## src/rtl/mlp_host_ctrl.sv

```systemverilog
// mlp_host_ctrl: streams input vector and layer weights into the mlp register bus,
// runs the network, waits for DONE/irq with a timeout and returns the signed result.
module mlp_host_ctrl #(
  parameter int N_INPUTS    = 2,
  parameter int N_HIDDEN    = 4,
  parameter int N_OUTPUT    = 1,
  parameter int WORD_WIDTH  = 16,
  parameter int OUT_WIDTH   = 16,
  parameter int TIMEOUT_CYC = 4096
) (
  input  logic                  clk,
  input  logic                  rst,
  input  logic                  start,
  input  logic                  s_valid,
  output logic                  s_ready,
  input  logic [WORD_WIDTH-1:0] s_data,
  output logic                  mlp_write_en,
  output logic [1:0]            mlp_addr,
  output logic [31:0]           mlp_writedata,
  input  logic [31:0]           mlp_readdata,
  input  logic                  mlp_irq,
  output logic                  busy,
  output logic                  result_valid,
  output logic [OUT_WIDTH-1:0]  result_data,
  output logic                  err
);
  localparam int N_HW  = N_HIDDEN * (N_INPUTS + 1);
  localparam int N_OW  = N_OUTPUT * (N_HIDDEN + 1);
  localparam int N_MAX = (N_HW > N_OW) ? ((N_HW > N_INPUTS) ? N_HW : N_INPUTS) : ((N_OW > N_INPUTS) ? N_OW : N_INPUTS);
  localparam int CW    = $clog2(N_MAX + 1);
  localparam int TW    = $clog2(TIMEOUT_CYC + 1);

  typedef enum logic [3:0] {IDLE, LOAD_IN, LOAD_HW, SEL_OUT, LOAD_OW, RUN, POLL, READ, FIN} state_t;

  state_t               r_state;
  logic                 r_ph;
  logic [CW-1:0]        r_cnt;
  logic [TW-1:0]        r_tcnt;
  logic                 r_s_ready, r_we, r_busy, r_result_valid, r_err;
  logic [1:0]           r_addr;
  logic [31:0]          r_wdata;
  logic [OUT_WIDTH-1:0] r_result_data;
  logic [CW-1:0]        w_last;
  logic                 w_done;
  logic [31:0]          w_word;
  state_t               w_next;
  logic                 w_unused;

  assign w_last   = (r_state == LOAD_IN) ? CW'(N_INPUTS - 1) : (r_state == LOAD_HW) ? CW'(N_HW - 1) : CW'(N_OW - 1);
  assign w_done   = (r_cnt == w_last);
  assign w_next   = (r_state == LOAD_IN) ? LOAD_HW : (r_state == LOAD_HW) ? SEL_OUT : RUN;
  assign w_word   = {{(32-WORD_WIDTH){s_data[WORD_WIDTH-1]}}, s_data};
  assign w_unused = ^mlp_readdata;

  assign s_ready       = r_s_ready;
  assign mlp_write_en  = r_we;
  assign mlp_addr      = r_addr;
  assign mlp_writedata = r_wdata;
  assign busy          = r_busy;
  assign result_valid  = r_result_valid;
  assign result_data   = r_result_data;
  assign err           = r_err;

  always_ff @(posedge clk or posedge rst) begin
    if (rst) begin
      r_state        <= IDLE;
      r_ph           <= 1'b0;
      r_cnt          <= '0;
      r_tcnt         <= '0;
      r_s_ready      <= 1'b0;
      r_we           <= 1'b0;
      r_busy         <= 1'b0;
      r_result_valid <= 1'b0;
      r_err          <= 1'b0;
      r_addr         <= 2'd0;
      r_wdata        <= '0;
      r_result_data  <= '0;
    end else begin
      r_result_valid <= 1'b0;
      case (r_state)
        IDLE: if (start) begin
          r_state <= LOAD_IN;
          r_busy  <= 1'b1;
          r_err   <= 1'b0;
          r_cnt   <= '0;
          r_ph    <= 1'b0;
        end
        LOAD_IN, LOAD_HW, LOAD_OW: if (!r_ph) begin
          if (!r_s_ready) r_s_ready <= 1'b1;
          else if (s_valid) begin
            r_s_ready <= 1'b0;
            r_we      <= 1'b1;
            r_wdata   <= w_word;
            r_addr    <= (r_state == LOAD_IN) ? 2'd1 : 2'd2;
            r_ph      <= 1'b1;
          end
        end else begin
          // keep s_ready continuous across the IN->HW boundary so each word costs 2 cycles
          r_we      <= 1'b0;
          r_ph      <= 1'b0;
          r_cnt     <= w_done ? '0 : r_cnt + 1'b1;
          r_s_ready <= !w_done || (r_state == LOAD_IN);
          if (w_done) r_state <= w_next;
        end
        SEL_OUT, RUN: if (!r_ph) begin
          r_we    <= 1'b1;
          r_addr  <= 2'd0;
          r_wdata <= (r_state == SEL_OUT) ? 32'h0000_0008 : 32'h0000_0001;
          r_ph    <= 1'b1;
        end else begin
          r_we      <= 1'b0;
          r_ph      <= 1'b0;
          r_s_ready <= (r_state == SEL_OUT);
          r_tcnt    <= '0;
          r_state   <= (r_state == SEL_OUT) ? LOAD_OW : POLL;
        end
        POLL: begin
          r_tcnt <= r_tcnt + 1'b1;
          // readdata in the first poll cycle still belongs to the previous address
          if (mlp_irq || (r_tcnt != '0 && mlp_readdata[1])) begin
            r_state <= READ;
            r_addr  <= 2'd3;
            r_ph    <= 1'b0;
          end else if (r_tcnt == TW'(TIMEOUT_CYC - 1)) begin
            r_err   <= 1'b1;
            r_busy  <= 1'b0;
            r_state <= IDLE;
          end
        end
        READ: if (!r_ph) r_ph <= 1'b1;
        else begin
          r_ph           <= 1'b0;
          r_result_data  <= mlp_readdata[OUT_WIDTH-1:0];
          r_result_valid <= 1'b1;
          r_busy         <= 1'b0;
          r_addr         <= 2'd0;
          r_state        <= FIN;
        end
        FIN: r_state <= IDLE;
        default: r_state <= IDLE;
      endcase
    end
  end
endmodule

```

## config.mk

```make
export PLATFORM = sky130hd
export DESIGN_NAME = mlp_host_ctrl
export DESIGN_NICKNAME = d
export VERILOG_FILES = /design/src/rtl/mlp_host_ctrl.sv
export SDC_FILE = /design/constraint.sdc
export NUM_CORES = 1
export LEC_CHECK = 0
export BUFFER_PORTS_ARGS = -buffer_cell sky130_fd_sc_hd__buf_2
export CAP_MARGIN = 40
export CORE_UTILIZATION = 51
export DETAILED_ROUTE_END_ITERATION = 10
export MAX_ROUTING_LAYER = met4
export PLACE_DENSITY_LB_ADDON = 0.05
export SLEW_MARGIN = 20
export SYNTH_ARGS = -nofsm -noshare
export SYNTH_HDL_FRONTEND = slang
export SYNTH_SLANG_ARGS = --single-unit
```

## constraint.sdc

```tcl
create_clock -name clk -period 2.82 [get_ports clk]
set_input_delay 0.846 -clock clk [delete_from_list [all_inputs] [get_ports clk]]
set_output_delay 0.846 -clock clk [all_outputs]
set_load 0.01 [all_outputs]
```

* Word level (Yosys, flattened, before mapping)
Cells that the tools add are included.
** Cells by class
- Add/subtract/negate cells :: 2
- Eq/ne operators :: 24
- Mux-type cells :: 59
- Reduce and logical (&&, ||, !) cells :: 27
** Operator list (count)
- 32-bit 2-to-1 mux :: 4
- 32-bit one-hot mux with 2 select lines :: 1
- 4-bit 2-to-1 mux :: 13
- 13-bit one-hot mux with 2 select lines :: 1
- 2-bit != test, second input constant :: 12
- 1-bit 2-to-1 mux :: 21
- 4-bit one-hot mux with 5 select lines :: 1
- 4-bit by 3-bit equality test with 1-bit output, second input constant :: 4
- 2-bit 2-to-1 mux :: 8
- 13-bit by 1-bit adder with 13-bit output, second input constant :: 1
- 13-bit by 12-bit equality test with 1-bit output, second input constant :: 1
- 13-bit 2-to-1 mux :: 1
- 13-bit nonzero test :: 1
- 5-bit AND reduction :: 2
- 3-bit != test, second input constant :: 3
- 3-bit AND reduction :: 3
- 4-bit by 2-bit equality test with 1-bit output, second input constant :: 2
- 2-bit one-hot mux with 4 select lines :: 1
- 4-bit one-hot mux with 2 select lines :: 1
- 2-bit nonzero test :: 4
- 4-bit nonzero test :: 2
- 7-bit AND reduction :: 1
- 3-bit 2-to-1 mux :: 2
- 1-bit one-hot mux with 2 select lines :: 3
- 15 further kinds :: 19
** Storage, ports and cells
- Register bits after elaboration :: 77
- Input bits :: 53
- Output and inout port bits :: 55
- Word-level logic and storage cells :: 124

* Logic depth before layout (Yosys ltp)
Gate-level depths: netlist (run 1).
- Depth in word-level cells :: 8
- Gate-level depth with buffers :: 8
- Gate-level depth less buffers :: 7

* Least setup slack after synthesis (run 1)
OpenSTA, ideal clock, no wires.
- Path type :: input port to flip-flop
- Start :: input port start
- End :: register r_result_data[0], in the netlist result_data[0]
- Library setup time :: 0.125 ns
- Data arrival time :: 2.226 ns
- Required time :: 2.695 ns
- Slack :: 0.469 ns
- Stages :: 7
- Path buffers :: 2
- Cells stage by stage :: or3_1 -> a21o_1 -> a41oi_2 -> or4_1 -> buf_6 -> buf_12 -> mux2_4
** RTL lines
- from (decl) :: line 13 : input logic start,
- to (signal assigned) :: line 133 : r_result_data <= mlp_readdata[OUT_WIDTH-1:0];
- to (decl) :: line 42 : logic [OUT_WIDTH-1:0] r_result_data;

* Worst setup path in the final report (run 1)
- Start :: register r_state[0]
- End :: register r_result_data[5], in the netlist result_data[5]
** Between the ends
- Longest elaborated chain between the ends :: 2
** RTL lines
- from (decl) :: line 35 : state_t r_state;
- from (signal assigned) :: line 103 : if (w_done) r_state <= w_next;
- from (signal assigned) :: line 115 : r_state <= (r_state == SEL_OUT) ? LOAD_OW : POLL;
- 4-bit by 3-bit equality test with 1-bit output :: line 80 : case (r_state)
- 2-bit AND reduction (no line)
No other way between the ends.
A chain may end at the register's enable or synchronous reset.

==> summary.md, run 1 <==
The run gives 0 as the total setup violations reported at the end of the flow. The die area is 6840 µm². The via count of the first global-routing pass is 2334.

The total overflow left after global routing is 0. The fraction of post-synthesis cell area in the top cell type by area is 0.459, and the cell area power density is 1050 nW/µm². The clock tree synthesis step divided the H-tree into 3 levels. The most used flip-flop cell after synthesis was sky130_fd_sc_hd__dfrtp_1. For the number of hold violations in the final report, the log shows 0.

The proportion of synthesized flip-flops having asynchronous set or reset is 1.00. Number of iterations in the first detailed-routing pass: 5. In this run the static leakage power is 1.91 nW. The via total after detailed routing is 2799.

The tools report the register share of total power as 0.349. The number of top-level design ports was 108; the global-route wire length before repair was 11400 µm. Class of the tightest hold or removal check: flip-flop to flip-flop.

The tree is rooted in a sky130_fd_sc_hd__clkbuf_8. In this run the deepest clock path goes through 2 buffers. The tools report the area inside the core boundary as 6310 µm². The maximum fanout along the worst path is 18, and the cell area after synthesis is 3320 µm².

The final worst-path cycle share is 0.868, and the number of placement rows is 29. Counting the fill cells in the layout gives 562. Post-CTS setup repair buffer count: 0. At the end of routability-driven placement, the weighted congestion stood at 0.913. The tools report the starting density of the core as 0.526.

The worst slew margin relative to its limit was 0.571. The logs give 61 for the clock net sink count and 7330 µm for the wire length after detailed routing. Yosys attributes the largest share of cell area to sky130_fd_sc_hd__dfrtp_1, sky130_fd_sc_hd__nand2_1, sky130_fd_sc_hd__o21ai_0. Data on the critical path arrives at its endpoint at 2.66 ns. The switching power share of the total was 0.422; the mean post-synth cell area was 9.44 µm².

Combined global-route utilization of all metal layers: 0.229. The setup clock skew after layout was 0.00954 ns. Across the run, the number of max-cap violations was 0. The wire length on met3 was 604 µm; the number of port buffers was 91. The number of nets handed over by synthesis was 408.

The shortest clock period the worst path allows after layout works out to 2.45 ns. STA classifies the critical path startpoint as a flip-flop. For this design the total switching power over the nets is 1.73 mW. The share of total power in combinational logic came out at 0.480. The number of cells produced by synthesis is 352. sky130_fd_sc_hd__dfrtp_1 is the most common cell in the netlist.

For the number of pins exceeding their max-slew limit in the final report, the log shows 0. The synthesized design spends more area on one cell type than any other, namely sky130_fd_sc_hd__dfrtp_1. The detailed router put a total of 3370 µm of wire on met1.

The final layout net count is 482, and the hold buffer count at CTS is 0. In this run, post-CTS repair resized a total of 0 instances. The internal portion of the total power is 2.36 mW. In this run, distinct cell masters in the synthesized netlist total 55.

The run gives 0 as the number of synthesis warnings. The run gives 0.538 mV as the highest ir drop seen on vdd. Synthesis inferred 61 register bits.

The worst setup path is of the flip-flop to flip-flop kind. Setup repair after global routing left no endpoint under its margin. The flow ran to the end, and the final reports show no timing, DRC or antenna violations.

The highest metal layer carrying signal wires in the routed design is met4. The die boundary height was 82.7 µm. Clock buffer count from CTS: 9. From synthesis to final layout, the design area changed by 17.3%. The number of instances in the placed design was 492; the number of cells in the finished layout apart from fillers was 508. Counting instances in the post-synthesis netlist gives the leading cell types as sky130_fd_sc_hd__dfrtp_1, sky130_fd_sc_hd__nand2_1, sky130_fd_sc_hd__o21ai_0. The tools report the clock network power share as 0.170.

The achievable frequency came out at 408 MHz. The worst setup path is captured at a flip-flop. The via-per-instance ratio was 5.51. The detailed router finished its first iteration with 148 violations.

The count of nets left with antenna violations once routing finished came out at 0. STA puts the critical path data required time at 3.04 ns. The half-perimeter wire length of the detailed placement result came out at 5200 µm. TritonCTS built the clock tree. The tools report the clock insertion delay at the later pin of the skew report as 0.33 ns.

Adding up every negative setup slack in the final design gives 0 ns. The ratio of cells with drive above 1 in the final layout is 0.320, and the final antenna diode count is 0. Yosys mapped a number of flops with a built-in enable equal to 0.

The number of antenna violations at the first check in global routing is 0. Detailed routing placed a total of 3230 µm of wire on met2. The logs give 39 for the largest net degree at the start of global routing and 0 for the detailed-route DRC error count.

The die boundary width was 82.7 µm. After clock tree synthesis, the clock-pin slew on the worst setup and hold paths is 0.07 ns. The routed length per placed instance came out at 14.4 µm. The actual transition at the worst max-transition pin works out to 0.634 ns. For the portion of the post-synthesis area used by sequential elements, the log shows 0.459.
==> metrics by stage <==
step / hold slack, ns / instance area [µm²] / setup WS, ns / total power, mW / util
detailed placement: 0.461 / 3720 / 0.253 / 3.40 / 0.589
finish: 0.469 / 3900 / 0.372 / 4.09 / 0.617
global placement: 0.456 / 3720 / 0.256 / 3.38 / 0.589
floorplan: 0.470 / 3320 / 0.461 / 2.92 / -
CTS: 0.476 / 3900 / 0.381 / 4.12 / 0.617
global route: 0.492 / 3900 / 0.252 / 4.44 / 0.617
==> registers in the layout, summed over array words and instances (netlist names) <==
| name | flops |
|---|---|
| result_data | 16 |
| s_ready | 1 |
| result_valid | 1 |
| mlp_writedata | 16 |
| mlp_write_en | 1 |
| r_ph | 1 |
| r_state | 4 |
| err | 1 |
| busy | 1 |
| mlp_addr | 2 |
| r_tcnt | 13 |
| r_cnt | 4 |
==> power by group through the flow <==
stage	logic [mW]	registers [mW]	clock network, mW
floorplan	1.46	1.46	0
global placement	1.95	1.43	0
detailed placement	1.96	1.44	0
CTS	1.97	1.42	0.722
global route	2.21	1.48	0.752
finish	1.96	1.43	0.696
==> cell type report <==
cell class,instances,area [µm²],share of cell area
Clock buffer,11,141,0.0363
Clock inverter,5,36.3,0.00931
Inverter,11,41.3,0.0106
Multi-Input combinational cell,244,1520,0.389
Sequential cell,61,1530,0.392
Tap cell,77,96.3,0.0247
Timing Repair Buffer,99,541,0.139
==> path summary, 6_finish.rpt <==
| kind | from | endpoint | slack, ns | cells after the start |
|---|---|---|---|---|
| max | r_state[0]$_DFFE_PP0P_ | result_data[5]$_DFFE_PP0P_ | 0.37 | 6 |
| min | mlp_writedata[3]$_DFFE_PP0P_ | mlp_writedata[3]$_DFFE_PP0P_ | 0.47 | 1 |
| max reg2reg | r_state[0]$_DFFE_PP0P_ | result_data[5]$_DFFE_PP0P_ | 0.37 | 6 |
| min reg2reg | mlp_writedata[3]$_DFFE_PP0P_ | mlp_writedata[3]$_DFFE_PP0P_ | 0.47 | 1 |
| max in group asynchronous | rst | mlp_write_en$_DFFE_PP0P_ | 1.66 | 3 |
| min in group asynchronous | rst | r_tcnt[9]$_DFFE_PP0P_ | 0.56 | 2 |
==> worst max-delay path, stage by stage, from the launching register on <==
cell and delay, ns:
sky130_fd_sc_hd__dfrtp_1 0.69, sky130_fd_sc_hd__o21ai_0 0.25, sky130_fd_sc_hd__and2_1 0.23, sky130_fd_sc_hd__o211a_1 0.14
sky130_fd_sc_hd__or4_1 0.53, sky130_fd_sc_hd__buf_12 0.19, sky130_fd_sc_hd__mux2_4 0.30
==> cells by family after synthesis <==
group / Yosys count / synth area share
xor gates and xnor gates: 4 / 0.0105
adders and majority gates: 3 / 0.0113
AOI/OAI and AO/OA: 92 / 0.177
buffers and inverters: 47 / 0.0847
and+or+nand+nor: 127 / 0.187
muxes: 18 / 0.0700
DFF: 61 / 0.459
==> layout by cell type, fill, tap and decap left out, types with 3 or more instances in the layout <==
cell	synthesis	layout
sky130_fd_sc_hd__o21ai_1	4	4
sky130_fd_sc_hd__mux2_2	10	10
sky130_fd_sc_hd__a21oi_1	10	10
sky130_fd_sc_hd__ha_1	3	3
sky130_fd_sc_hd__or4_1	3	3
sky130_fd_sc_hd__and2_1	3	3
sky130_fd_sc_hd__nand2b_1	4	4
sky130_fd_sc_hd__nor3_1	6	6
sky130_fd_sc_hd__dfrtp_1	61	61
sky130_fd_sc_hd__clkinvlp_4	0	3
sky130_fd_sc_hd__xnor2_1	3	3
sky130_fd_sc_hd__inv_1	11	10
sky130_fd_sc_hd__buf_2	2	91
sky130_fd_sc_hd__o21ai_0	34	34
sky130_fd_sc_hd__a21o_1	3	3
sky130_fd_sc_hd__clkbuf_8	0	10
sky130_fd_sc_hd__a31oi_1	10	10
sky130_fd_sc_hd__nor2_1	22	22
sky130_fd_sc_hd__nand4_1	4	4
sky130_fd_sc_hd__o211ai_1	6	6
sky130_fd_sc_hd__or3_1	5	5
sky130_fd_sc_hd__nor4_1	3	3
sky130_fd_sc_hd__nand3_1	14	14
sky130_fd_sc_hd__nand2_1	48	48
sky130_fd_sc_hd__mux2_4	8	8
sky130_fd_sc_hd__buf_4	16	6
sky130_fd_sc_hd__o31ai_1	6	6
==> layer usage <==
metal  GRT usage  up-vias
met3      0.0560       11
li1            -     1392
met5           -        -
met4      0.0931        0
met1       0.302     1287
met2       0.336      109
(Power assumes the default switching activity.)
==> run 2, diff against run 1 <==
--- a/config.mk
+++ b/config.mk
@@ -7,7 +7,7 @@
 export LEC_CHECK = 0
 export BUFFER_PORTS_ARGS = -buffer_cell sky130_fd_sc_hd__buf_2
 export CAP_MARGIN = 40
-export CORE_UTILIZATION = 51
+export CORE_UTILIZATION = 46
 export DETAILED_ROUTE_END_ITERATION = 10
 export MAX_ROUTING_LAYER = met4
 export PLACE_DENSITY_LB_ADDON = 0.05
==> constraint.sdc (replaced) <==
create_clock -name clk -period 2.2 [get_ports clk]
set_input_delay 0.66 -clock clk [delete_from_list [all_inputs] [get_ports clk]]
set_output_delay 0.66 -clock clk [all_outputs]
set_load 0.01 [all_outputs]
==> summary.md, run 2 (synthesis gave the netlist of run 1 again) <==
The run finished with clean final reports. The actual transition at the worst max-transition pin was 0.469 ns (-0.165 ns). The tools report the clock buffer count from CTS as 9 (unchanged).

The tools report the wire length after detailed routing as 7780 µm (+6.2%). The tools report the worst-case setup slack after placement as -0.0979 ns (-0.351 ns). The residual overflow from global routing was 0 (unchanged).

The run gives 553 (+8.9%) as the number of cells in the finished layout apart from fillers. The clock insertion delay at the later pin of the skew report is 0.34 ns (about the same). The clock edge transition at the registers on the reported setup and hold paths is 0.08 ns (about the same), and the required time of the critical path is 2.42 ns (-0.62 ns). The maximum buffer depth of the clock tree is 2 (unchanged). The routed length per placed instance was 14.1 µm (-2.5%); the antenna violation net count after detailed routing was 0 (unchanged). The largest net degree at the start of global routing was 62 (+59%); the reported leakage power was 2.06 nW (+7.7%). The maximum fanout along the worst path was 18 (unchanged); the area of all sequential standard cells was 1530 µm² (+0.16%). The tools report the via total after detailed routing as 2900 (+3.6%). The logs give 0 (unchanged) for the number of hold violations in the final report and 61 (unchanged) for the clock net sink count.

The logs give 0 (unchanged) for the number of pins exceeding their max-slew limit in the final report and 0.884 (-3.1%) for the placer congestion estimate. The ratio of cells with drive above 1 in the final layout is 0.376 (+0.0562), and the number of instances in the placed design is 533 (+8.3%). The post-layout total power is 5.94 mW (+45%), and the worst path setup slack after routing is 0.0486 ns (-0.323 ns). The via-per-instance ratio was 5.24 (-4.8%). The top cell types in the final layout, fill and taps aside, are sky130_fd_sc_hd__buf_2, sky130_fd_sc_hd__dfrtp_1, sky130_fd_sc_hd__nand2_1. The run gives 12400 µm (+9.3%) as the global-route wire length before repair. For the sum of negative setup slack, the log shows 0 ns (unchanged). The tools report the half-perimeter wire length of the detailed placement result as 5480 µm (+5.3%). The number of port buffers came out at 91 (unchanged).

Die boundary height: 87.0 µm (+5.2%). Category of the most critical setup path: flip-flop to flip-flop. The tools report the number of top-level design ports as 108 (unchanged).

The core utilization of the finished layout is 0.608 (-0.00912), and the relative area change from synthesis to final layout is 25.7%. The logs give 4 (-1) for the number of iterations in the first detailed-routing pass and 0.685 (+0.114) for the worst slew margin relative to its limit. The highest ir drop seen on vdd was 0.569 mV (+5.9%). The die boundary width was 87.0 µm (+5.2%). The logs give 0.484 (-0.0426) for the starting density of the core and 612 (+8.9%) for the final-layout fill cell count. TritonCTS built the clock tree. The number of antenna violations at the first check in global routing is 0 (unchanged), and the via count of the first global-routing pass is 2589 (+11%).

The final worst-path cycle share works out to 0.978 (+0.110). Setup repair after global routing could not meet its margin everywhere. The area used by multi-input combinational logic was 1540 µm² (+1.8%); the number of placement rows was 30 (+3.4%). Kind of end point of the critical path: a flip-flop. The most frequent standard cell in the layout excluding fill and tap cells was sky130_fd_sc_hd__buf_2.

The die area was 7570 µm² (+11%). The run gives 3 (unchanged) as the depth of the CTS H-tree. The final layout net count was 508 (+5.4%). The detailed-route DRC error count is 0 (unchanged), and the area inside the core boundary is 6870 µm² (+8.8%).

The tools report the achievable frequency as 465 MHz (+14%). Arrival time of data at the critical path endpoint: 2.38 ns (-0.28 ns). Buffer cell driving the clock tree root: sky130_fd_sc_hd__clkbuf_8. The setup clock skew after layout was 0.00905 ns (-0.000482 ns); the total setup violations reported at the end of the flow was 0 (unchanged). The min-delay analysis places its worst path in the category input port to async pin. The shortest clock period the worst path allows after layout is 2.15 ns (-0.297 ns), and the max-cap check violation count is 0 (unchanged). For the DRC violation total after the first TritonRoute iteration, the log shows 123 (-17%). The worst setup path is launched from a flip-flop. The combined global-route utilization of all metal layers was 0.221 (-0.00789); the final antenna diode count was 0 (unchanged). The hold buffer count at CTS came out at 0 (unchanged). The cell area power density came out at 1420 nW/µm² (+36%).
run 2: cell count changes in the layout (fill, tap and decap cells not counted), sizes merged:
cell	previous run	this run
inv	11	12
buf	99	124
bufinv	0	1
clkbuf	11	10
run 2: path summary, 6_finish.rpt:
kind,to,slack (ns),start,depth (start not counted)
min reg2reg,mlp_writedata[13]$_DFFE_PP0P_,0.48,mlp_writedata[13]$_DFFE_PP0P_,2
min in group clk,mlp_writedata[13]$_DFFE_PP0P_,0.48,mlp_writedata[13]$_DFFE_PP0P_,2
max in group asynchronous,r_state[2]$_DFFE_PP0P_,1.54,rst,3
min,result_data[10]$_DFFE_PP0P_,0.36,rst,3
max reg2reg,result_data[12]$_DFFE_PP0P_,0.05,r_state[1]$_DFFE_PP0P_,7
max,result_data[12]$_DFFE_PP0P_,0.05,r_state[1]$_DFFE_PP0P_,7
run 2: routing by layer:
layer / routed length, µm / part of all wire / vias up / track usage
met5: 0 / 0 / - / -
met4: 109 / 0.014 / 0 / 0.0833
met3: 502 / 0.065 / 10 / 0.0597
met2: 3420 / 0.44 / 98 / 0.316
met1: 3750 / 0.48 / 1350 / 0.299
li1: - / - / 1442 / -
run 2: worst max-delay path, stage by stage (launching register included):
cell,delay (ns)
sky130_fd_sc_hd__dfrtp_2,0.44
sky130_fd_sc_hd__buf_4,0.16
sky130_fd_sc_hd__or3_1,0.34
sky130_fd_sc_hd__a21o_1,0.22
sky130_fd_sc_hd__a41oi_2,0.21
sky130_fd_sc_hd__or4_4,0.16
sky130_fd_sc_hd__buf_12,0.16
sky130_fd_sc_hd__mux2_2,0.34
run 2: timing repair:
item | CTS | global route
setup buffers | 1 | 3
endpoints found under the setup margin | 16 | 21
pin swaps | 0 | 0
endpoints found under the hold margin | 0 | 0
resized for setup | 2 | 8
run 2: stage by stage:
step,area (µm²),hold WS [ns]
floorplan,3320,0.470
global placement,3920,0.455
detailed placement,3920,0.466
CTS,4130,0.375
global route,4180,0.381
finish,4180,0.363
run 2: area by class of cell:
cell class | instances | area share
timing repair buffer | 125 | 0.178
clock inverter | 7 | 0.0180
tap | 96 | 0.0288
multi-input combinational | 244 | 0.369
sequential | 61 | 0.366
clock buffer | 9 | 0.0296
inverter | 11 | 0.00988
run 2: power breakdown:
part	internal (mW)	leakage, nW	switching [mW]
registers	1.54	0.787	0.277
logic	1.47	1.18	1.65
clock network	0.526	0.0918	0.490
==> run 3, diff against run 2 <==
==> constraint.sdc (replaced) <==
create_clock -name clk -period 2.2 [get_ports clk]
set_input_delay 0.11 -clock clk [delete_from_list [all_inputs] [get_ports clk]]
set_output_delay 0.11 -clock clk [all_outputs]
set_load 0.01 [all_outputs]
==> summary.md, run 3 (synthesis gave the netlist of run 1 again) <==
The run finished, with violations left. The final reports fail on setup timing. The logs give 8270 µm (+6.3%) for the wire length after detailed routing and 7570 µm² (unchanged) for the die area. The via-per-instance ratio came out at 5.16 (-1.6%).

The critical path starts at r_state[0]$_DFFE_PP0P_. The startpoint identified for the worst register-to-register timing path is r_state[0]$_DFFE_PP0P_. For the detailed-route DRC error count, the log shows 0 (unchanged). The tools report the starting density of the core as 0.484 (unchanged). The worst-case setup slack after placement is -0.0634 ns (+0.0345 ns). The startpoint identified for the worst hold timing path is s_data[11]. The number of hold violations in the final report is 0 (unchanged). TritonCTS built the clock tree. The area growth from synthesis to layout is 34.6%. The clock buffer count from CTS came out at 9 (unchanged).

The maximum fanout along the worst path works out to 6 (-12). The min-delay analysis places its worst path in the category input port to flip-flop. The ratio of cells with drive above 1 in the final layout was 0.376 (about the same). The capturing element of the worst setup path was result_data[13]$_DFFE_PP0P_.

The final worst-path cycle share is 1.01 (+0.0367), and the cell area after placement is 3910 µm² (-0.38%). The run gives 0 (unchanged) as the final antenna diode count. The antenna violation net count after detailed routing was 0 (unchanged). The number of antenna violations at the first check in global routing was 0 (unchanged); the post-route cell area was 4470 µm² (+7.0%). For the final layout net count, the log shows 532 (+4.7%). The die boundary height was 87.0 µm (unchanged).

Actual transition at the worst max-transition pin: 0.686 ns (+0.217 ns). The run gives 61 (unchanged) as the clock net sink count. The worst-case reg-to-reg path depth is 8 (+1), and the number of port buffers is 91 (unchanged). The library cell used most frequently in the layout, excluding fill and tap cells, is sky130_fd_sc_hd__buf_2. The run gives 2977 (+2.7%) as the via total after detailed routing.

The clock insertion delay at the later pin of the skew report was 0.34 ns (about the same); the shortest clock period the worst path allows after layout was 2.23 ns (+0.0806 ns). The combined global-route utilization of all metal layers is 0.219 (-0.00182), and the depth of the CTS H-tree is 3 (unchanged). Critical path startpoint category: a flip-flop. Highest ir drop seen on vdd: 0.662 mV (+16%).

The worst setup path is captured at a flip-flop. The terminus of the critical flop-to-flop path is result_data[13]$_DFFE_PP0P_. The library cells used most frequently in the layout, excluding fill and tap cells, are sky130_fd_sc_hd__buf_2, sky130_fd_sc_hd__dfrtp_1, sky130_fd_sc_hd__nand2_1. The max-cap check violation count was 0 (unchanged); the number of top-level design ports was 108 (unchanged).

The logs give 5410 µm (-1.3%) for the half-perimeter wire length of the detailed placement result and 0 (unchanged) for the number of pins exceeding their max-slew limit in the final report. The arrival time of data at the critical path endpoint was 2.46 ns (+0.08 ns). The die boundary width works out to 87.0 µm (unchanged).

Maximum buffer depth of the clock tree: 2 (unchanged). The routed length per placed instance came out at 14.3 µm (+1.9%). The reported leakage power is 2.21 nW (+7.0%), and the total setup violations reported at the end of the flow is 9 (+9). The residual overflow from global routing is 0 (unchanged). The final-layout fill cell count was 593 (-3.1%); the placer congestion estimate was 0.866 (-2.0%). Global-route wire length before repair: 12500 µm (+0.72%). The register-to-register setup slack was -0.03 ns (-0.08 ns); the area inside the core boundary was 6870 µm² (unchanged). The DRC violation total after the first TritonRoute iteration was 145 (+18%).

The clock edge transition at the registers on the reported setup and hold paths came out at 0.07 ns (about the same). The logs give 448 MHz (-3.6%) for the achievable frequency and 30 (unchanged) for the number of placement rows. Setup repair after global routing could not meet its margin everywhere. The worst path setup slack after routing was -0.0320 ns (-0.0806 ns); the largest net degree at the start of global routing was 33 (-47%). The worst slew margin relative to its limit was 0.542 (-0.143). By startpoint and endpoint, the worst setup path is classified as flip-flop to flip-flop.

For the setup clock skew after layout, the log shows 0.00908 ns (+0.0000267 ns). For the required time of the critical path, the log shows 2.42 ns (about the same). The run gives 4 (unchanged) as the number of iterations in the first detailed-routing pass. The buffer cell driving the clock tree root is sky130_fd_sc_hd__clkbuf_8.

The logs give 2631 (+1.6%) for the via count of the first global-routing pass and -0.149 ns (-0.149 ns) for the sum of negative setup slack. The cell area power density works out to 1370 nW/µm² (-4.0%).
[run 3: cell types whose count changed in the layout (fill, tap and decap cells not counted), moves of 2 or more]
cell,before,now
sky130_fd_sc_hd__mux2_4,8,11
sky130_fd_sc_hd__buf_6,0,2
sky130_fd_sc_hd__dlygate4sd3_1,0,15
sky130_fd_sc_hd__mux2_2,10,7
sky130_fd_sc_hd__clkbuf_16,0,3
sky130_fd_sc_hd__buf_4,30,33
[run 3: report_power, final]
part	internal [mW]	switching (mW)
logic	1.67	1.71
clock network	0.412	0.493
registers	1.54	0.284
[run 3: worst min path at each step]
stage | slack, ns | depth (start not counted) | to
after floorplan | 0.21 | 1 | err$_DFFE_PP0P_
after global placement | 0.24 | 2 | result_data[10]$_DFFE_PP0P_
after detailed placement | 0.26 | 2 | result_data[10]$_DFFE_PP0P_
after CTS | 0.0006 | 3 | mlp_writedata[11]$_DFFE_PP0P_
after global routing | 0.0009 | 2 | result_data[7]$_DFFE_PP0P_
final | 0.004 | 3 | mlp_writedata[11]$_DFFE_PP0P_
[run 3: metrics by stage]
| step | hold WS [ns] | instances | utilization | power [mW] |
|---|---|---|---|---|
| after detailed placement | 0.256 | 531 | 0.569 | 4.82 |
| after CTS | 0.000583 | 564 | 0.619 | 5.78 |
| after floorplan | 0.209 | 352 | - | 3.75 |
| final | 0.00448 | 577 | 0.651 | 6.11 |
| after global routing | 0.000934 | 577 | 0.651 | 6.54 |
| after global placement | 0.241 | 531 | 0.569 | 4.77 |
[run 3: critical path, stage by stage, from the launching register on]
cell and delay [ns]:
sky130_fd_sc_hd__dfrtp_2 0.43, sky130_fd_sc_hd__buf_12 0.14, sky130_fd_sc_hd__buf_12 0.12, sky130_fd_sc_hd__nor2_4 0.10, sky130_fd_sc_hd__a21oi_2 0.05, sky130_fd_sc_hd__o211a_1 0.24, sky130_fd_sc_hd__or4_4 0.56, sky130_fd_sc_hd__clkbuf_16 0.19
sky130_fd_sc_hd__mux2_4 0.30
[run 3: metal layers]
layer | GRT usage | part of all wire | routed length [µm] | up-vias
li1 | - | - | - | 1497
met1 | 0.295 | 0.49 | 4080 | 1393
met2 | 0.326 | 0.46 | 3780 | 79
met3 | 0.0398 | 0.041 | 336 | 8
met4 | 0.0894 | 0.0093 | 77 | 0
met5 | - | 0 | 0 | -
[run 3: area by class of cell]
class	instances	area, µm²	area share
Clock buffer	9	124	0.0277
Clock inverter	7	51.3	0.0115
Inverter	11	41.3	0.00923
Sequential cell	61	1530	0.342
Multi-Input combinational cell	244	1560	0.349
Tap cell	96	120	0.0269
Timing Repair Buffer	149	1050	0.234
[run 3: repair_timing]
item                                    4_1_cts  5_1_grt
gates cloned                                  0        3
endpoints found under the hold margin        43        0
buffers inserted                              2       10
endpoints found under the setup margin       17       21
hold buffers                                 15        0
resized for setup                             2       17
